$ cat src/rtl/ltc2324_sdo_deserializer.sv
// ltc2324_sdo_deserializer
// Receive side of the LTC2324 front end. It captures one MSB-first
// DATA_WIDTH-bit word per SDO lane for each conversion frame. Framing comes
// from the pulse generator: rx_start arms a frame, sck_gate (delayed by
// SAMPLE_DELAY clocks) qualifies the bit samples, and data_latch transfers
// the completed words to the parallel output bus.
// Optional build macro: OFFSET_BINARY_EN. When it is defined, the MSB of each
// lane word is inverted on transfer, which turns two's complement into
// offset binary.
module ltc2324_sdo_deserializer #(
  parameter int NUM_LANES    = 4,
  parameter int DATA_WIDTH   = 16,
  parameter int SAMPLE_DELAY = 2    // legal 1..7
) (
  input  logic                            clk,
  input  logic                            rst_n,
  input  logic                            rx_start,
  input  logic                            sck_gate,
  input  logic                            data_latch,
  input  logic [NUM_LANES-1:0]            sdo,
  output logic [NUM_LANES*DATA_WIDTH-1:0] data_out,
  output logic                            data_valid,
  output logic                            frame_err,
  output logic                            overrun_err,
  output logic                            busy
);

  localparam int CNT_W = $clog2(DATA_WIDTH + 1);
  localparam logic [CNT_W-1:0] CNT_LAST = CNT_W'(DATA_WIDTH - 1);

  typedef enum logic [1:0] {
    ST_IDLE  = 2'd0,
    ST_SHIFT = 2'd1,
    ST_DONE  = 2'd2
  } state_e;

  typedef logic [NUM_LANES-1:0][DATA_WIDTH-1:0] lanes_t;

  state_e                  state_q;
  logic                    rx_start_q;
  logic                    data_latch_q;
  logic [SAMPLE_DELAY-1:0] sck_pipe_q;
  lanes_t                  shreg_q;
  lanes_t                  shift_d;
  lanes_t                  latch_word_d;
  lanes_t                  data_out_q;
  logic [CNT_W-1:0]        bit_cnt_q;
  logic                    data_valid_q;
  logic                    frame_err_q;
  logic                    overrun_err_q;
  logic                    busy_q;

  logic rx_rise;
  logic latch_rise;
  logic sck_gate_d;
  logic sample_en;

  // Register the strobe inputs and delay sck_gate so that sampling lines up with the SDO round trip.
  always_ff @(posedge clk or negedge rst_n) begin
    if (!rst_n) begin
      rx_start_q   <= 1'b0;
      data_latch_q <= 1'b0;
      sck_pipe_q   <= '0;
    end else begin
      // NOTE: non-blocking assignments let every stage read last cycle's value, so the loop order does not matter.
      rx_start_q    <= rx_start;
      data_latch_q  <= data_latch;
      sck_pipe_q[0] <= sck_gate;
      for (int k = 1; k < SAMPLE_DELAY; k++) begin
        sck_pipe_q[k] <= sck_pipe_q[k-1];
      end
    end
  end

  assign rx_rise    = rx_start & ~rx_start_q;
  assign latch_rise = data_latch & ~data_latch_q;
  assign sck_gate_d = sck_pipe_q[SAMPLE_DELAY-1];
  assign sample_en  = (state_q == ST_SHIFT) && sck_gate_d;

  // Compute the next shifted value and the word to present on transfer for every lane.
  always_comb begin
    // NOTE: both outputs get a full default first, so every path assigns them and no latch is inferred.
    shift_d      = shreg_q;
    latch_word_d = shreg_q;
    for (int i = 0; i < NUM_LANES; i++) begin
      shift_d[i] = {shreg_q[i][DATA_WIDTH-2:0], sdo[i]};
`ifdef OFFSET_BINARY_EN
      latch_word_d[i][DATA_WIDTH-1] = ~shreg_q[i][DATA_WIDTH-1];
`endif
    end
  end

  // Frame FSM: arm, shift, and transfer, with registered strobes and error pulses.
  always_ff @(posedge clk or negedge rst_n) begin
    if (!rst_n) begin
      state_q       <= ST_IDLE;
      shreg_q       <= '0;
      bit_cnt_q     <= '0;
      data_out_q    <= '0;
      data_valid_q  <= 1'b0;
      frame_err_q   <= 1'b0;
      overrun_err_q <= 1'b0;
      busy_q        <= 1'b0;
    end else begin
      data_valid_q  <= 1'b0;
      frame_err_q   <= 1'b0;
      overrun_err_q <= 1'b0;
      case (state_q)
        ST_IDLE: begin
          if (rx_rise) begin
            state_q   <= ST_SHIFT;
            busy_q    <= 1'b1;
            bit_cnt_q <= '0;
            shreg_q   <= '0;
          end
        end
        ST_SHIFT: begin
          if (rx_rise) begin
            // A new frame pre-empts the partial one, so the partial data is dropped.
            overrun_err_q <= 1'b1;
            bit_cnt_q     <= '0;
            shreg_q       <= '0;
          end else if (latch_rise) begin
            frame_err_q <= 1'b1;
            state_q     <= ST_IDLE;
            busy_q      <= 1'b0;
          end else if (sample_en) begin
            shreg_q   <= shift_d;
            bit_cnt_q <= bit_cnt_q + CNT_W'(1);
            if (bit_cnt_q == CNT_LAST) begin
              state_q <= ST_DONE;
            end
          end
        end
        ST_DONE: begin
          if (latch_rise) begin
            // The transfer wins over a simultaneous re-arm, which then starts cleanly with no overrun.
            data_out_q   <= latch_word_d;
            data_valid_q <= 1'b1;
            if (rx_rise) begin
              state_q   <= ST_SHIFT;
              bit_cnt_q <= '0;
              shreg_q   <= '0;
            end else begin
              state_q <= ST_IDLE;
              busy_q  <= 1'b0;
            end
          end else if (rx_rise) begin
            overrun_err_q <= 1'b1;
            state_q       <= ST_SHIFT;
            bit_cnt_q     <= '0;
            shreg_q       <= '0;
          end
        end
        default: begin
          state_q <= ST_IDLE;
          busy_q  <= 1'b0;
        end
      endcase
    end
  end

  assign data_out    = data_out_q;
  assign data_valid  = data_valid_q;
  assign frame_err   = frame_err_q;
  assign overrun_err = overrun_err_q;
  assign busy        = busy_q;

endmodule

$ cat config.mk
export PLATFORM = sky130hd
export DESIGN_NAME = ltc2324_sdo_deserializer
export DESIGN_NICKNAME = d
export VERILOG_FILES = /design/src/rtl/ltc2324_sdo_deserializer.sv
export SDC_FILE = /design/constraint.sdc
export NUM_CORES = 1
export LEC_CHECK = 0
export ABC_CLOCK_PERIOD_IN_PS = 4570
export BUFFER_PORTS_ARGS = -buffer_cell sky130_fd_sc_hd__buf_2
export CORE_UTILIZATION = 45
export DETAILED_ROUTE_END_ITERATION = 8
export GPL_TIMING_DRIVEN = 0
export PLACE_DENSITY = 0.7
export SLEW_MARGIN = 20
export SYNTH_ARGS = -nofsm -noshare
export SYNTH_HDL_FRONTEND = slang
export SYNTH_SLANG_ARGS = --single-unit
$ cat constraint.sdc
create_clock -name clk -period 4.57 [get_ports clk]
set_input_delay 0.914 -clock clk [delete_from_list [all_inputs] [get_ports clk]]
set_output_delay 0.914 -clock clk [all_outputs]
set_load 0.02 [all_outputs]
==> metrics.log <==
[metrics] register area share after synthesis: 0.668
[metrics] buffer cell driving the clock tree root: clkbuf_16
[metrics] synthesized instance count: 347
[metrics] final clock skew: 0.00591 ns
[metrics] most common cell after layout, fill and taps aside: dfrtp_1
[metrics] transition at the pin with the smallest max-transition slack: 0.646 ns
[metrics] maximum VDD drop: 225 uV
[metrics] setup slack on the worst flop-to-flop path: 2.12 ns
[metrics] last weighted congestion value of the routability-driven placer: 0.816
[metrics] final max-slew violation count: 0
[metrics] final-layout worst hold slack: 0.349 ns
[metrics] Syn Nets: 362
[metrics] Floorplan Core Area: 11500 um^2
[metrics] part of the total power dissipated in combinational logic: 0.144
[metrics] detailed-router iteration count before antenna repair: 6
[metrics] total routed wirelength: 9840 um
[metrics] Slew Limit Headroom: 0.569
[metrics] area growth from synthesis to layout: 22.0%
[metrics] antenna cell count: 0
[metrics] depth of the worst register-to-register path: 7
[metrics] crit path cell chain: inv_1 > ha_1 > or3_1 > a2111oi_4 > buf_4 > buf_6 > a22o_1
[metrics] TritonCTS clock tree: built
[metrics] clock share of power: 0.424
[metrics] count of cell types in the netlist: 31
[metrics] power spent charging and discharging nets: 851 uW
[metrics] classification of the worst-slack hold path: flip-flop to flip-flop
[metrics] post-route cell area: 6540 um^2
[metrics] overall power consumption: 3.17 mW
[metrics] Max Fclk: 408 MHz
[metrics] insertion delay to the later sink of the worst-skew pair: 0.42 ns
[metrics] pin count of the biggest net entering global routing: 80
[metrics] number of gates given a new drive strength after cts: 0
[metrics] relative contribution of sequential cells to total power: 0.432
[metrics] post-synthesis share of cell area spent on and, or, nand and nor gates: 0.0203
[metrics] initial drt markers: 170
[metrics] Antenna Nets Post-Route: 0
[metrics] deepest level of the CTS H-tree: 4
[metrics] post-route minimum period: 2.45 ns
[metrics] Final setup violation count: 0
[metrics] die area: 12300 um^2
[metrics] post-DR wirelength/cell: 16.4 um
[metrics] type of the worst setup path: flip-flop to flip-flop
[metrics] area used by multi-input combinational logic: 1640 um^2
[metrics] first-pass GRT wire length: 16800 um
[metrics] worst-case clock buffer depth: 2
[metrics] starting density of the core: 0.465
[metrics] number of buffers inserted by hold repair at cts: 0
[metrics] startpoint type of the worst setup path: flip-flop
[metrics] number of fill cells: 953
[metrics] number of core rows: 39
[metrics] share of final-layout standard cells stronger than drive strength 1: 0.402
[metrics] Pint: 2.32 mW
[metrics] Port Buffer Count: 76
[metrics] prevailing post-synth register cell: dfrtp_1
[metrics] number of CTS-inserted buffers: 17
[metrics] CP Data Arrival Time: 2.80 ns
[metrics] drt drc: 10
[metrics] post-synthesis register bit count: 143
[metrics] Leakage: 3.52 nW
[metrics] Final #Nets: 458
[metrics] capture point of the worst reg-to-reg path: latch_word_d[4]$_DFFE_PN0P_
[metrics] share of the synthesized area in compound gates (AO/OA/AOI/OAI): 0.132
[metrics] yosys warns: 0
[metrics] vias after detailed routing: 3204
[metrics] number of antenna violations at the first check in global routing: 0
[metrics] multiplexer fraction of the synthesized cell area: 0.138
[metrics] Critical Path Start: state_q[1]$_DFFE_PN0P_
[metrics] portion of the clock cycle consumed by the worst path in the final layout: 0.537
[metrics] violated checks: DRC
[metrics] Post-Synthesis Mean Instance Area: 15.4 um^2
[metrics] share of async-settable or async-resettable flops after synthesis: 1.00
[metrics] placed wire-length estimate: 6370 um
[metrics] max-cap violation count: 0
[metrics] Total GRT Usage: 0.177
[metrics] final hold violation count: 0
[metrics] CTS clk-pin slew, worst paths: 0.06 ns
[metrics] startpoint of the lowest-slack register-to-register path: state_q[1]$_DFFE_PN0P_
[metrics] Total Neg Setup Slack: 0 ns
[metrics] total grt overflow: 0
[metrics] Slowest-stage cell, CP: a2111oi_4
[metrics] status: finished with violations
[metrics] Sequential cell area: 3580 um^2
[metrics] clock sink total: 143
[metrics] Post-synth EDFFs: 0
[metrics] Vert. Die Dim: 111 um
[metrics] instance area at placement: 5950 um^2
[metrics] total power density per cell area: 486 nW/um^2
[metrics] vias in the first global route: 3284
[metrics] adder and majority gate portion of the synthesized area: 0.0140
[metrics] boundary pin count: 77
[metrics] combinational family with the most area after synthesis: multiplexers
[metrics] synthesized-area fraction occupied by xor and xnor cells: 0.00163
[metrics] Critical Path Sink Type: flip-flop
[metrics] via density per instance: 5.36
[metrics] Required @ worst endpoint: 4.92 ns
[metrics] fraction of power spent switching nets: 0.268
[metrics] commonest cells after routing, fill and taps aside: dfrtp_1, buf_2, a22o_1, mux2_2, clkbuf_16
[metrics] crit-path max cell delay: 0.54 ns
[metrics] worst-path fanout max: 10
[metrics] Critical Path End: latch_word_d[4]$_DFFE_PN0P_
[metrics] synthesized area: 5360 um^2
[metrics] post-CTS setup buffer count: 0
[metrics] overall die width: 111 um
[metrics] RSZ-0062 raised after global routing: no
==> cells in the mapped netlist (2+ instances only) <==
cell type	count	area (um^2)
dfrtp_1	143	3580
a22o_1	67	587
mux2_2	65	732
clkbuf_1	13	48.8
inv_1	7	26.3
buf_2	6	30.0
ha_1	6	75.1
a21oi_1	5	25.0
nand2_1	5	18.8
nor2b_1	4	25.0
and3_1	2	12.5
buf_6	2	22.5
nand2b_1	2	12.5
nor2_1	2	7.51
o21ai_0	2	10.0
==> worst min path at each step <==
| stage | start | to | depth (start not counted) |
|---|---|---|---|
| 6_report | sck_pipe_q[0]$_DFF_PN0_ | sck_pipe_q[1]$_DFF_PN0_ | 0 |
| 4_1_cts | sck_pipe_q[0]$_DFF_PN0_ | sck_pipe_q[1]$_DFF_PN0_ | 0 |
| 3_3_place_gp | sck_pipe_q[0]$_DFF_PN0_ | sck_pipe_q[1]$_DFF_PN0_ | 0 |
| 5_1_grt | sck_pipe_q[0]$_DFF_PN0_ | sck_pipe_q[1]$_DFF_PN0_ | 0 |
| 3_5_place_dp | sck_pipe_q[0]$_DFF_PN0_ | sck_pipe_q[1]$_DFF_PN0_ | 0 |
| 2_1_floorplan | sck_pipe_q[0]$_DFF_PN0_ | sck_pipe_q[1]$_DFF_PN0_ | 0 |
==> layout make-up <==
class	count	share of cell area
inverter	7	0.00402
clock buffer	21	0.0720
timing repair buffer	77	0.0639
clock inverter	10	0.0170
tap	143	0.0274
buffer	22	0.0167
multi-input combinational	175	0.252
sequential	143	0.547
==> worst max-delay path, delay by kind of cell, from the launching register on <==
kind / cells / cell delay, ns
simple gates: 1 / 0.42
fa+ha+maj: 1 / 0.24
compound gates: 2 / 0.67
buf+inv: 3 / 0.55
flops: 1 / 0.51
==> cells by family after synthesis <==
kind of cell / count (synthesis)
flops: 143
compound gates: 83
mux: 66
buf+inv: 29
simple gates: 19
fa+ha+maj: 6
xor+xnor: 1
==> state kept, by name (all words and copies together) (netlist names) <==
signal        cells
rx_start_q        1
busy              1
frame_err         1
state_q           2
bit_cnt_q         5
overrun_err       1
data_latch_q      1
latch_word_d     64
data_valid        1
data_out         64
sck_pipe_q        2
==> power groups by stage <==
| stage | clock network (mW) | logic (mW) | registers, mW |
|---|---|---|---|
| 2_1_floorplan | 0 | 0.281 | 1.42 |
| 3_3_place_gp | 0 | 0.452 | 1.39 |
| 3_5_place_dp | 0 | 0.466 | 1.39 |
| 4_1_cts | 1.37 | 0.467 | 1.37 |
| 5_1_grt | 1.42 | 0.514 | 1.38 |
| 6_report | 1.34 | 0.458 | 1.37 |
==> metrics by stage <==
step / util / worst slack (ns) / std cells
after global routing: 0.568 / 1.79 / 598
after CTS: 0.568 / 2.06 / 598
after floorplan: - / 2.27 / 347
after global placement: 0.514 / 0.717 / 566
after detailed placement: 0.517 / 1.69 / 567
final: 0.568 / 2.12 / 598
==> metal layers <==
metal / up-vias / part of all wire / track usage
met1: 1654 / 0.47 / 0.235
met5: - / 0 / 0
met3: 17 / 0.044 / 0.0481
li1: 1467 / - / -
met4: 0 / 0.021 / 0.0928
met2: 66 / 0.47 / 0.267
Note: power is estimated with default switching activity, not from simulation.
